### config.mk
export PLATFORM = sky130hd
export DESIGN_NAME = mac_vector_sequencer
export DESIGN_NICKNAME = d
export VERILOG_FILES = /design/src/rtl/mac_vector_sequencer.sv
export SDC_FILE = /design/constraint.sdc
export NUM_CORES = 1
export LEC_CHECK = 0
export BUFFER_PORTS_ARGS = -buffer_cell sky130_fd_sc_hd__clkbuf_2
export CORE_MARGIN = 1
export CORE_UTILIZATION = 25
export CTS_CLUSTER_SIZE = 30
export DETAILED_ROUTE_END_ITERATION = 10
export GPL_TIMING_DRIVEN = 0
export PLACE_DENSITY = 0.36
export SYNTH_ARGS = -nofsm -noshare
export SYNTH_HDL_FRONTEND = slang
export SYNTH_SLANG_ARGS = --single-unit
### constraint.sdc
create_clock -name clk -period 4.1 [get_ports clk]
set_input_delay 0.82 -clock clk [delete_from_list [all_inputs] [get_ports clk]]
set_output_delay 0.82 -clock clk [all_outputs]
set_load 0.02 [all_outputs]
### src/rtl/mac_vector_sequencer.sv
// Load/run sequencer for the FP MAC datapath: captures A/B operand vectors from the keypad,
// streams element pairs to the MAC over valid/ready and holds the accumulated result.
//
// state  | meaning
// IDLE   | waiting for the first step; displays zero
// LOAD_A | each step writes key_data into A[index]
// LOAD_B | each step writes key_data into B[index]; last entry launches pair 0
// RUN    | streaming pairs to the MAC, one per handshake
// WAIT   | all pairs issued; waiting for the MAC's final accumulation
// DONE   | result held; step reruns (rerun=1) or reloads (rerun=0)
module mac_vector_sequencer #(
    parameter int DATA_W = 16,
    parameter int DEPTH  = 8,
    parameter int ADDR_W = 3
) (
    input  logic              clk,
    input  logic              rst,
    input  logic              step,
    input  logic              rerun,
    input  logic [ADDR_W:0]   vec_len,
    input  logic [DATA_W-1:0] key_data,
    output logic [DATA_W-1:0] mac_a,
    output logic [DATA_W-1:0] mac_b,
    output logic              mac_valid,
    output logic              mac_first,
    output logic              mac_last,
    input  logic              mac_ready,
    input  logic              acc_valid,
    input  logic [DATA_W-1:0] acc_in,
    output logic [DATA_W-1:0] result,
    output logic              result_valid,
    output logic [DATA_W-1:0] disp_data,
    output logic [2:0]        state,
    output logic [ADDR_W-1:0] index,
    output logic              step_err
);

    typedef enum logic [2:0] {
        S_IDLE   = 3'd0,
        S_LOAD_A = 3'd1,
        S_LOAD_B = 3'd2,
        S_RUN    = 3'd3,
        S_WAIT   = 3'd4,
        S_DONE   = 3'd5
    } state_t;

    localparam logic [ADDR_W:0]   DEPTH_LEN = (ADDR_W+1)'(DEPTH);
    localparam logic [ADDR_W:0]   LEN_ONE   = (ADDR_W+1)'(1);
    localparam logic [ADDR_W-1:0] IDX_ONE   = ADDR_W'(1);
    localparam logic [ADDR_W-1:0] IDX_ZERO  = '0;

    state_t state_q;
    state_t state_d;

    logic [DATA_W-1:0] mem_a [DEPTH];
    logic [DATA_W-1:0] mem_b [DEPTH];

    logic [ADDR_W-1:0] index_q;
    logic [ADDR_W-1:0] idx_nxt;
    logic [ADDR_W:0]   len_q;
    logic [ADDR_W:0]   len_sel;
    logic              at_last;
    logic              nxt_is_last;

    assign state   = state_q;
    assign index   = index_q;
    assign idx_nxt = index_q + IDX_ONE;

    // Zero or oversize lengths fall back to the full storage depth.
    always_comb begin
        len_sel = vec_len;
        if (vec_len == '0 || vec_len > DEPTH_LEN)
            len_sel = DEPTH_LEN;
    end

    assign at_last     = ({1'b0, index_q} == (len_q - LEN_ONE));
    assign nxt_is_last = ({1'b0, idx_nxt} == (len_q - LEN_ONE));

    always_ff @(posedge clk) begin
        if (rst)
            state_q <= S_IDLE;
        else
            state_q <= state_d;
    end

    always_comb begin
        state_d = state_q;
        case (state_q)
            S_IDLE:   if (step) state_d = S_LOAD_A;
            S_LOAD_A: if (step && at_last) state_d = S_LOAD_B;
            S_LOAD_B: if (step && at_last) state_d = S_RUN;
            S_RUN:    if (mac_ready && at_last) state_d = S_WAIT;
            S_WAIT:   if (acc_valid) state_d = S_DONE;
            S_DONE:   if (step) state_d = rerun ? S_RUN : S_LOAD_A;
            default:  state_d = S_IDLE;
        endcase
    end

    always_comb begin
        mac_valid = 1'b0;
        disp_data = '0;
        case (state_q)
            S_LOAD_A, S_LOAD_B: disp_data = key_data;
            S_RUN:              mac_valid = 1'b1;
            S_DONE:             disp_data = result;
            default:            ;
        endcase
    end

    always_ff @(posedge clk) begin
        if (!rst && step && state_q == S_LOAD_A)
            mem_a[index_q] <= key_data;
        if (!rst && step && state_q == S_LOAD_B)
            mem_b[index_q] <= key_data;
    end

    always_ff @(posedge clk) begin
        if (rst) begin
            index_q      <= '0;
            len_q        <= DEPTH_LEN;
            mac_a        <= '0;
            mac_b        <= '0;
            mac_first    <= 1'b0;
            mac_last     <= 1'b0;
            result       <= '0;
            result_valid <= 1'b0;
            step_err     <= 1'b0;
        end else begin
            case (state_q)
                S_IDLE: begin
                    if (step) begin
                        len_q   <= len_sel;
                        index_q <= '0;
                    end
                end
                S_LOAD_A: begin
                    if (step)
                        index_q <= at_last ? IDX_ZERO : idx_nxt;
                end
                S_LOAD_B: begin
                    if (step) begin
                        if (at_last) begin
                            index_q   <= '0;
                            mac_a     <= mem_a[IDX_ZERO];
                            // With len 1, B[0] is being written at this very edge.
                            mac_b     <= (len_q == LEN_ONE) ? key_data : mem_b[IDX_ZERO];
                            mac_first <= 1'b1;
                            mac_last  <= (len_q == LEN_ONE);
                        end else begin
                            index_q <= idx_nxt;
                        end
                    end
                end
                S_RUN: begin
                    if (step)
                        step_err <= 1'b1;
                    if (mac_ready) begin
                        mac_first <= 1'b0;
                        if (at_last) begin
                            mac_last <= 1'b0;
                        end else begin
                            index_q  <= idx_nxt;
                            mac_a    <= mem_a[idx_nxt];
                            mac_b    <= mem_b[idx_nxt];
                            mac_last <= nxt_is_last;
                        end
                    end
                end
                S_WAIT: begin
                    if (step)
                        step_err <= 1'b1;
                    if (acc_valid) begin
                        result       <= acc_in;
                        result_valid <= 1'b1;
                    end
                end
                S_DONE: begin
                    if (step) begin
                        result_valid <= 1'b0;
                        step_err     <= 1'b0;
                        len_q        <= len_sel;
                        index_q      <= '0;
                        if (rerun) begin
                            mac_a     <= mem_a[IDX_ZERO];
                            mac_b     <= mem_b[IDX_ZERO];
                            mac_first <= 1'b1;
                            mac_last  <= (len_sel == LEN_ONE);
                        end
                    end
                end
                default: ;
            endcase
        end
    end

endmodule
==> metrics.md, run 1 <==
| Metric | Value |
|---|---|
| Status | `complete, no violations` |
| Final WL | `39.7 mm` |
| Nets | `1,030` |
| Global-route wire length before repair | `57.1 mm` |
| Die width | `229 um` |
| Routed len/inst | `about 23 um` |
| Register Area | `8930 um2` |
| Grt ovf | `0` |
| I/O pin count | `117` |
| Hold Path Class | `reg -> reg` |
| Mean Syn Cell Area | `16.0 um2` |
| Vias | `7,905` |
| Min Hold Slack | `0.461 ns` |
| Cell Count, Final, Fillers Out | `about 1,700` |
| Worst-case clock buffer depth | `3` |
| Post-route cell area | `16,000 um2` |
| Mapped cell area | `12,900 um2` |
| Syn Nets | `854` |
| Critical Path Fanout Max | `10` |
| Post-synth ARST share | `0%` |
| Crit share post-route | `92.8%` |
| Peak supply drop | `0.000244 V` |
| Leak pwr | `5.24 nW` |
| Number of diodes | `0` |
| RePlAce Congestion | `0.776` |
| Post-synthesis compound-gate area fraction | `7.61%` |
| Pwr/cell area | `575 nW/um2` |
| Fillers | `4,990` |
| Die height | `229 um` |
| Synth top area share | `59.5%` |
| Detail Route Antenna Nets | `0` |
| Initial Util | `25.6%` |
| Clk root buf | `clkbuf_16` |
| CP startpoint kind | `flip-flop` |
| Number of hold buffers added after CTS | `0` |
| Slew margin rel. | `30.7%` |
| Die area | `52,600 um2` |
| Share of cells above drive strength 1 | `29.7%` |
| Largest delay share family, worst path | `buffers and inverters` |
| First drt pass iteration count | `5` |
| Register bit count reported by yosys | `318` |
| Multi-input logic area | `3830 um2` |
| Layout area overhead | `23.8%` |
| Main combinational cell family by area after synthesis | `multiplexers` |
| Ordered cell list for the critical path | `clkbuf_1 > nand2b_1 > a21oi_1 > clkbuf_1 > a22o_1 > clkbuf_2` |
| TritonCTS clock tree | `done` |
| Worst-Margin Slew | `approximately 1.0 ns` |
| Via count of the first global-routing pass | `around 8,100` |
| Leading area contributor after synthesis | `edfxtp_1` |
| Tot Pwr | `9.20 mW` |
| Fin util | `31.6%` |
| Crit path buf inv count | `3` |
| Rows | `82` |
| Clock transition at path regs | `0.05 ns` |
| Mux contribution to synthesized area | `14.4%` |
| Crit path time final | `between 3 and 4 ns` |
| DRC Markers | `0` |
| Synth top area cells | `edfxtp_1 (59%), mux4_2 (11%), dfxtp_1 (9.6%)` |
| Post-synthesis sequential area ratio | `69.1%` |
| Synth cell types | `54` |
| DRT iter0 DRCs | `648` |
| CTS buffer count | `39` |
| Count of final hold-check violations | `0` |
| Clock Sinks | `318` |
| Antenna violations before repair | `1` |
| Critical path capture point type | `output pin` |
| Slowest stage cell, crit path | `a21oi_1` |
| Max Fclk | `0.263 GHz` |
| Crit-path max cell delay | `0.56 ns` |
| RSZ-0062 raised after global routing | `no` |
| Fin Clk Skew | `0.0247 ns` |
| Max-slew violation count | `0` |
| WP data required | `3.28 ns` |
| Max_cap viols | `0` |
| Placed Instance Area | `14,700 um2` |
| Ys flop type | `edfxtp_1` |
| Largest net degree at the start of global routing | `20` |
| Dpl hpwl | `27.3 mm` |
| PortBufs | `114` |
| Critical path class | `reg -> out` |
| Crit-path most repeated cell | `clkbuf_1` |
| Final Setup Violations | `0` |
| H-tree Lvls | `2` |
| Tot GR Track Use | `roughly 15%` |
| Synth Warn # | `0` |
| Post-Syn Instances | `809` |
| Xor/xnor share of the synthesized area | `0.532%` |
| Simple-gate share of the synthesized area | `6.30%` |
| Worst path arrival time | `2.98 ns` |
| Core region area | `50,600 um2` |
| Clock latency on the worst-skew pair | `0.56 ns` |
| EDFF count, synth | `256` |
| Synth Area in Adders | `0.290%` |
| Placed cell count | `1,617` |
| Vias per cell | `4.68` |
==> Yosys cell counts, types with 2 or more instances <==
master / n
o22ai_1: 2
nor2_1: 67
clkbuf_1: 30
a21o_1: 2
nor2b_1: 2
nor3b_1: 2
buf_1: 6
a311oi_1: 13
or3_1: 4
buf_2: 13
o21ai_0: 5
a22o_1: 17
xnor2_1: 2
inv_1: 8
nand3b_1: 2
a221o_1: 3
ha_1: 3
edfxtp_1: 256
a21oi_1: 53
dfxtp_1: 62
a31oi_1: 3
or2_2: 3
nor3_1: 11
mux2i_1: 39
nand2_1: 53
o211ai_1: 4
nand2b_1: 12
nor4_1: 3
nand4_1: 5
nand3_1: 5
mux4_2: 64
a22oi_1: 27
xor2_1: 4
and2_1: 4
==> cell type report <==
cell class	count	share of cell area [%]
buffer	49	1.28
clock buffer	54	6.83
clock inverter	18	1.45
inverter	8	0.188
multi-input combinational	433	23.9
sequential	318	55.8
tap	672	5.25
timing repair buffer	136	5.27
==> per-stage QoR <==
stage          setup slack (ns)  setup TNS [ns]
3_3_place_gp              -1.73         -137.49
4_1_cts                  0.0677               0
2_1_floorplan             0.586               0
3_5_place_dp              0.440               0
6_report                  0.296               0
5_1_grt                  0.0844               0
==> worst paths after layout <==
path                     startpoint                endpoint  slack, ns  cells past startpoint
max reg2reg   index[0]$_SDFFE_PP0P_  mem_a[5][15]$_DFFE_PP_       0.54                      6
min          mac_first$_SDFFE_PP0P_  mac_first$_SDFFE_PP0P_       0.46                      2
max           state[0]$_SDFFE_PP0P_           disp_data[10]       0.30                      6
min reg2reg  mac_first$_SDFFE_PP0P_  mac_first$_SDFFE_PP0P_       0.46                      2
==> cells in the final DEF, fill, tap and decap left out, types with 6 or more instances in the layout <==
| cell | Yosys | routed |
|---|---|---|
| nand2b_1 | 12 | 12 |
| edfxtp_1 | 256 | 256 |
| clkbuf_16 | 0 | 40 |
| clkbuf_2 | 0 | 115 |
| clkinv_2 | 0 | 6 |
| inv_1 | 8 | 8 |
| nand2_1 | 53 | 53 |
| a21oi_1 | 53 | 53 |
| nor2_1 | 67 | 61 |
| buf_1 | 6 | 6 |
| a22o_1 | 17 | 17 |
| a22oi_1 | 27 | 27 |
| clkbuf_1 | 30 | 38 |
| buf_2 | 13 | 13 |
| buf_6 | 0 | 10 |
| buf_4 | 1 | 7 |
| nor2_2 | 0 | 6 |
| dfxtp_1 | 62 | 62 |
| a311oi_1 | 13 | 13 |
| nor3_2 | 0 | 8 |
| mux2i_1 | 39 | 39 |
| mux4_2 | 64 | 64 |
==> tightest hold or removal path, stage by stage, from the launching register on <==
cell and delay (ns):
dfxtp_1 0.31, nand2_1 0.05, a21oi_1 0.05
==> flip-flops by register name, indices dropped and copies added, names as in the netlist <==
register,flops
mac_first,1
mac_a,16
result_valid,1
mac_b,16
index,3
mem_b,128
mac_last,1
state,3
step_err,1
len_q,4
mem_a,128
result,16
==> repair_timing <==
action	in CTS	in global routing
gates resized for setup	1	0
setup endpoints to repair	1	1
setup buffers	0	0
==> per-layer routing <==
metal / global-route usage, % / share of wire, % / wire length [um]
met5: 0 / 0 / 0
met4: 4.56 / 2.0 / 791
met3: 2.44 / 3.5 / 1390
met2: 24.5 / 48 / 19000
met1: 20.6 / 47 / 18500
==> report_power, final <==
part | internal, mW | switching [mW]
Combinational | 0.794 | 1.20
Sequential | 3.57 | 0.0545
Clock | 2.19 | 1.39
==> kinds of logic (layout without fill, tap and decap cells) <==
group                    after synthesis  after routing
adder cells (fa/ha/maj)                3              3
multiplexers                         105            105
AO/OA/AOI/OAI                        140            140
XOR/XNOR                               7              7
buffers and inverters                 58            265
AND/OR/NAND/NOR                      178            178
flip-flops                           318            318
No activity file was read; power rests on OpenSTA's default activity.
==> run 2, diff against run 1 <==
Settings changed: CORE_ASPECT_RATIO set to 1.2, REMOVE_ABC_BUFFERS set to 1.
==> run 2 against run 1 <==
- global-route usage down 1.5 points
- critical endpoint is now disp_data[9]
- worst hold slack got worse by 0.0030 ns
- count of clock-buffer cells in the layout is 6 lower
- core utilization up 0.18 points
==> metrics.md, run 2 (synthesized netlist as in run 1, its figures left out) <==
| Metric | Value |
|---|---|
| DRT iter0 DRCs | `407 (-37%)` |
| Worst-case clock buffer depth | `3 (unchanged)` |
| Worst hold endpoint | `mac_last$_SDFFE_PP0P_` |
| Regs by FF count | `mem_a (128), mem_b (128)` |
| Max-slew violation count | `0 (unchanged)` |
| Hold path startpoint | `mac_last$_SDFFE_PP0P_` |
| Fin Clk Skew | `0.0135 ns (-0.0112 ns)` |
| Post-CTS Setup Bufs | `0 (unchanged)` |
| Die width | `210 um (-8.6%)` |
| Max_cap viols | `0 (unchanged)` |
| Leak pwr | `5.26 nW (+0.34%)` |
| Pwr/cell area | `577 nW/um2 (+0.42%)` |
| Status | `complete, no violations` |
| Critical Path Fanout Max | `28 (+18)` |
| Count of final hold-check violations | `0 (unchanged)` |
| Detail Route Antenna Nets | `0 (unchanged)` |
| Layout area overhead | `24.7%` |
| Rows | `90 (+9.8%)` |
| PortBufs | `116 (+1.8%)` |
| Grt ovf | `0 (unchanged)` |
| Max Fclk | `0.267 GHz (+1.6%)` |
| Crit share post-route | `91.3% (-1.5 points)` |
| Hold Path Class | `reg -> reg` |
| Largest net degree at the start of global routing | `46 (+130%)` |
| Reg-to-reg slack, setup | `0.73 ns (+0.19 ns)` |
| Final Setup Violations | `0 (unchanged)` |
| RSZ-0062 raised after global routing | `no` |
| Die height | `251 um (+9.5%)` |
| Reg-to-Reg Start | `state[0]$_SDFFE_PP0P_` |
| Antenna violations before repair | `0 (-1)` |
| Core region area | `50,700 um2 (+0.18%)` |
| Tot GR Track Use | `13.6% (-1.5 points)` |
| Worst-Margin Slew | `0.909 ns (-0.131 ns)` |
| Number of diodes | `0 (unchanged)` |
| Fin util | `31.8% (+0.18 points)` |
| R2r endpoint | `mem_a[4][9]$_DFFE_PP_` |
| DRC Markers | `0 (unchanged)` |
| TritonCTS clock tree | `done` |
| Crit path time final | `3.74 ns (-0.0613 ns)` |
| Worst path arrival time | `2.92 ns (-0.06 ns)` |
| Peak supply drop | `0.000305 V (+25%)` |
| CTS buffer count | `38 (-2.6%)` |
| Clk root buf | `clkbuf_16` |
| Number of hold buffers added after CTS | `0 (unchanged)` |
| Share of cells above drive strength 1 | `31.7% (+1.9 points)` |
| Clock latency on the worst-skew pair | `0.54 ns (-0.02 ns)` |
| I/O pin count | `117 (unchanged)` |
| Dpl hpwl | `22.9 mm (-16%)` |
| Initial Util | `25.5% (-0.047 points)` |
| Die area | `52,600 um2 (about the same)` |
| First drt pass iteration count | `4 (-1)` |
| Cell depth of the worst flop-to-flop path | `4 (-2)` |
| RePlAce Congestion | `0.656 (-16%)` |
| WHS Path Cells | `2 (unchanged)` |
| Clock transition at path regs | `0.06 ns (about the same)` |
| Global-route wire length before repair | `52.6 mm (-7.9%)` |
| WP data required | `3.28 ns (about the same)` |
| Critical path capture point type | `output pin` |
| Via count of the first global-routing pass | `7,858 (-2.8%)` |
| Nets | `994 (-3.5%)` |
| Commonest cells after routing, fill and taps aside | `edfxtp_1 (256), clkbuf_2 (115), mux4_2 (64)` |
| Clock Sinks | `318 (unchanged)` |
| Final WL | `35.1 mm (-12%)` |
| Routed len/inst | `21.6 um (-8.1%)` |
| Slew margin rel. | `39.1% (+8.4 points)` |
| H-tree Lvls | `2 (unchanged)` |
| Commonest non-fill, non-tap cell in the layout | `edfxtp_1` |
| Critical path class | `reg -> out` |
| CP startpoint kind | `flip-flop` |
| Vias per cell | `4.65 (-0.77%)` |
| Vias | `7,542 (-4.6%)` |
| Min Hold Slack | `0.458 ns (-0.00304 ns)` |
run 2: cell count changes in the layout (fill, tap and decap cells not counted), moves of 2 or more:
cell and change:
buf_16 +2, buf_2 -13, buf_8 +7, clkinv_1 +2
buf_1 -6, clkbuf_1 -32, bufinv_16 +4, buf_12 +2
a21oi_1 -2, nor2_1 -2
run 2: worst max-delay path by stage:
stage                                      from                endpoint  slack, ns
after floorplan           index[0]$_SDFFE_PP0P_  mac_b[11]$_SDFFE_PP0P_      -1.72
after global placement    index[0]$_SDFFE_PP0P_   mac_b[9]$_SDFFE_PP0P_      -6.04
after detailed placement  state[0]$_SDFFE_PP0P_           disp_data[14]       0.28
after CTS                 state[0]$_SDFFE_PP0P_            disp_data[9]       0.01
after global routing      state[0]$_SDFFE_PP0P_            disp_data[9]       0.01
final                     state[0]$_SDFFE_PP0P_            disp_data[9]       0.36
run 2: worst max-delay path, cell delays in order, from the launching register on:
cell and delay, ns:
dfxtp_1 0.91, nand2b_1 0.49, a21oi_4 0.58, a22o_1 0.22
clkbuf_2 0.17
run 2: report_power, final:
group	internal, mW	leakage (nW)	total, mW	switching (mW)
clock network	2.37	0.678	3.74	1.37
logic	0.824	1.78	1.85	1.03
registers	3.57	2.80	3.71	0.140
total	6.76	5.26	9.30	2.54
run 2: area by class of cell:
| class | instances | area [um2] |
|---|---|---|
| repair buffers | 150 | 1060 |
| inverters | 8 | 32.5 |
| multi-input cells | 433 | 3900 |
| flip-flops and latches | 318 | 8930 |
| clock buffers | 48 | 1040 |
| clock inverters | 22 | 354 |
| well taps | 644 | 806 |
| fillers | 5021 | 34500 |
run 2: routing by layer:
layer / routed length, um / track usage (%)
met5: 0 / 0
met4: 686 / 3.73
met3: 1190 / 2.09
met2: 18400 / 24.5
met1: 14800 / 16.7
run 2: repair_timing:
item / 4_1_cts / 5_1_grt
endpoints found under the setup margin: 16 / 17
pin swaps: 0 / 0
resized for setup: 1 / 4
gates cloned: 0 / 0
hold endpoints to repair: 0 / 0
run 2: stage by stage:
step / TNS, ns / instance area [um2] / setup WS (ns) / std cells / total power [mW]
6_report: 0 / 16100 / 0.357 / 1623 / 9.30
2_1_floorplan: -125.29 / 12700 / -1.72 / 759 / 5.04
3_5_place_dp: 0 / 14700 / 0.284 / 1552 / 5.68
3_3_place_gp: -1033.49 / 14100 / -6.04 / 1519 / 5.74
4_1_cts: 0 / 16100 / 0.0132 / 1622 / 9.47
5_1_grt: 0 / 16100 / 0.0133 / 1623 / 9.73
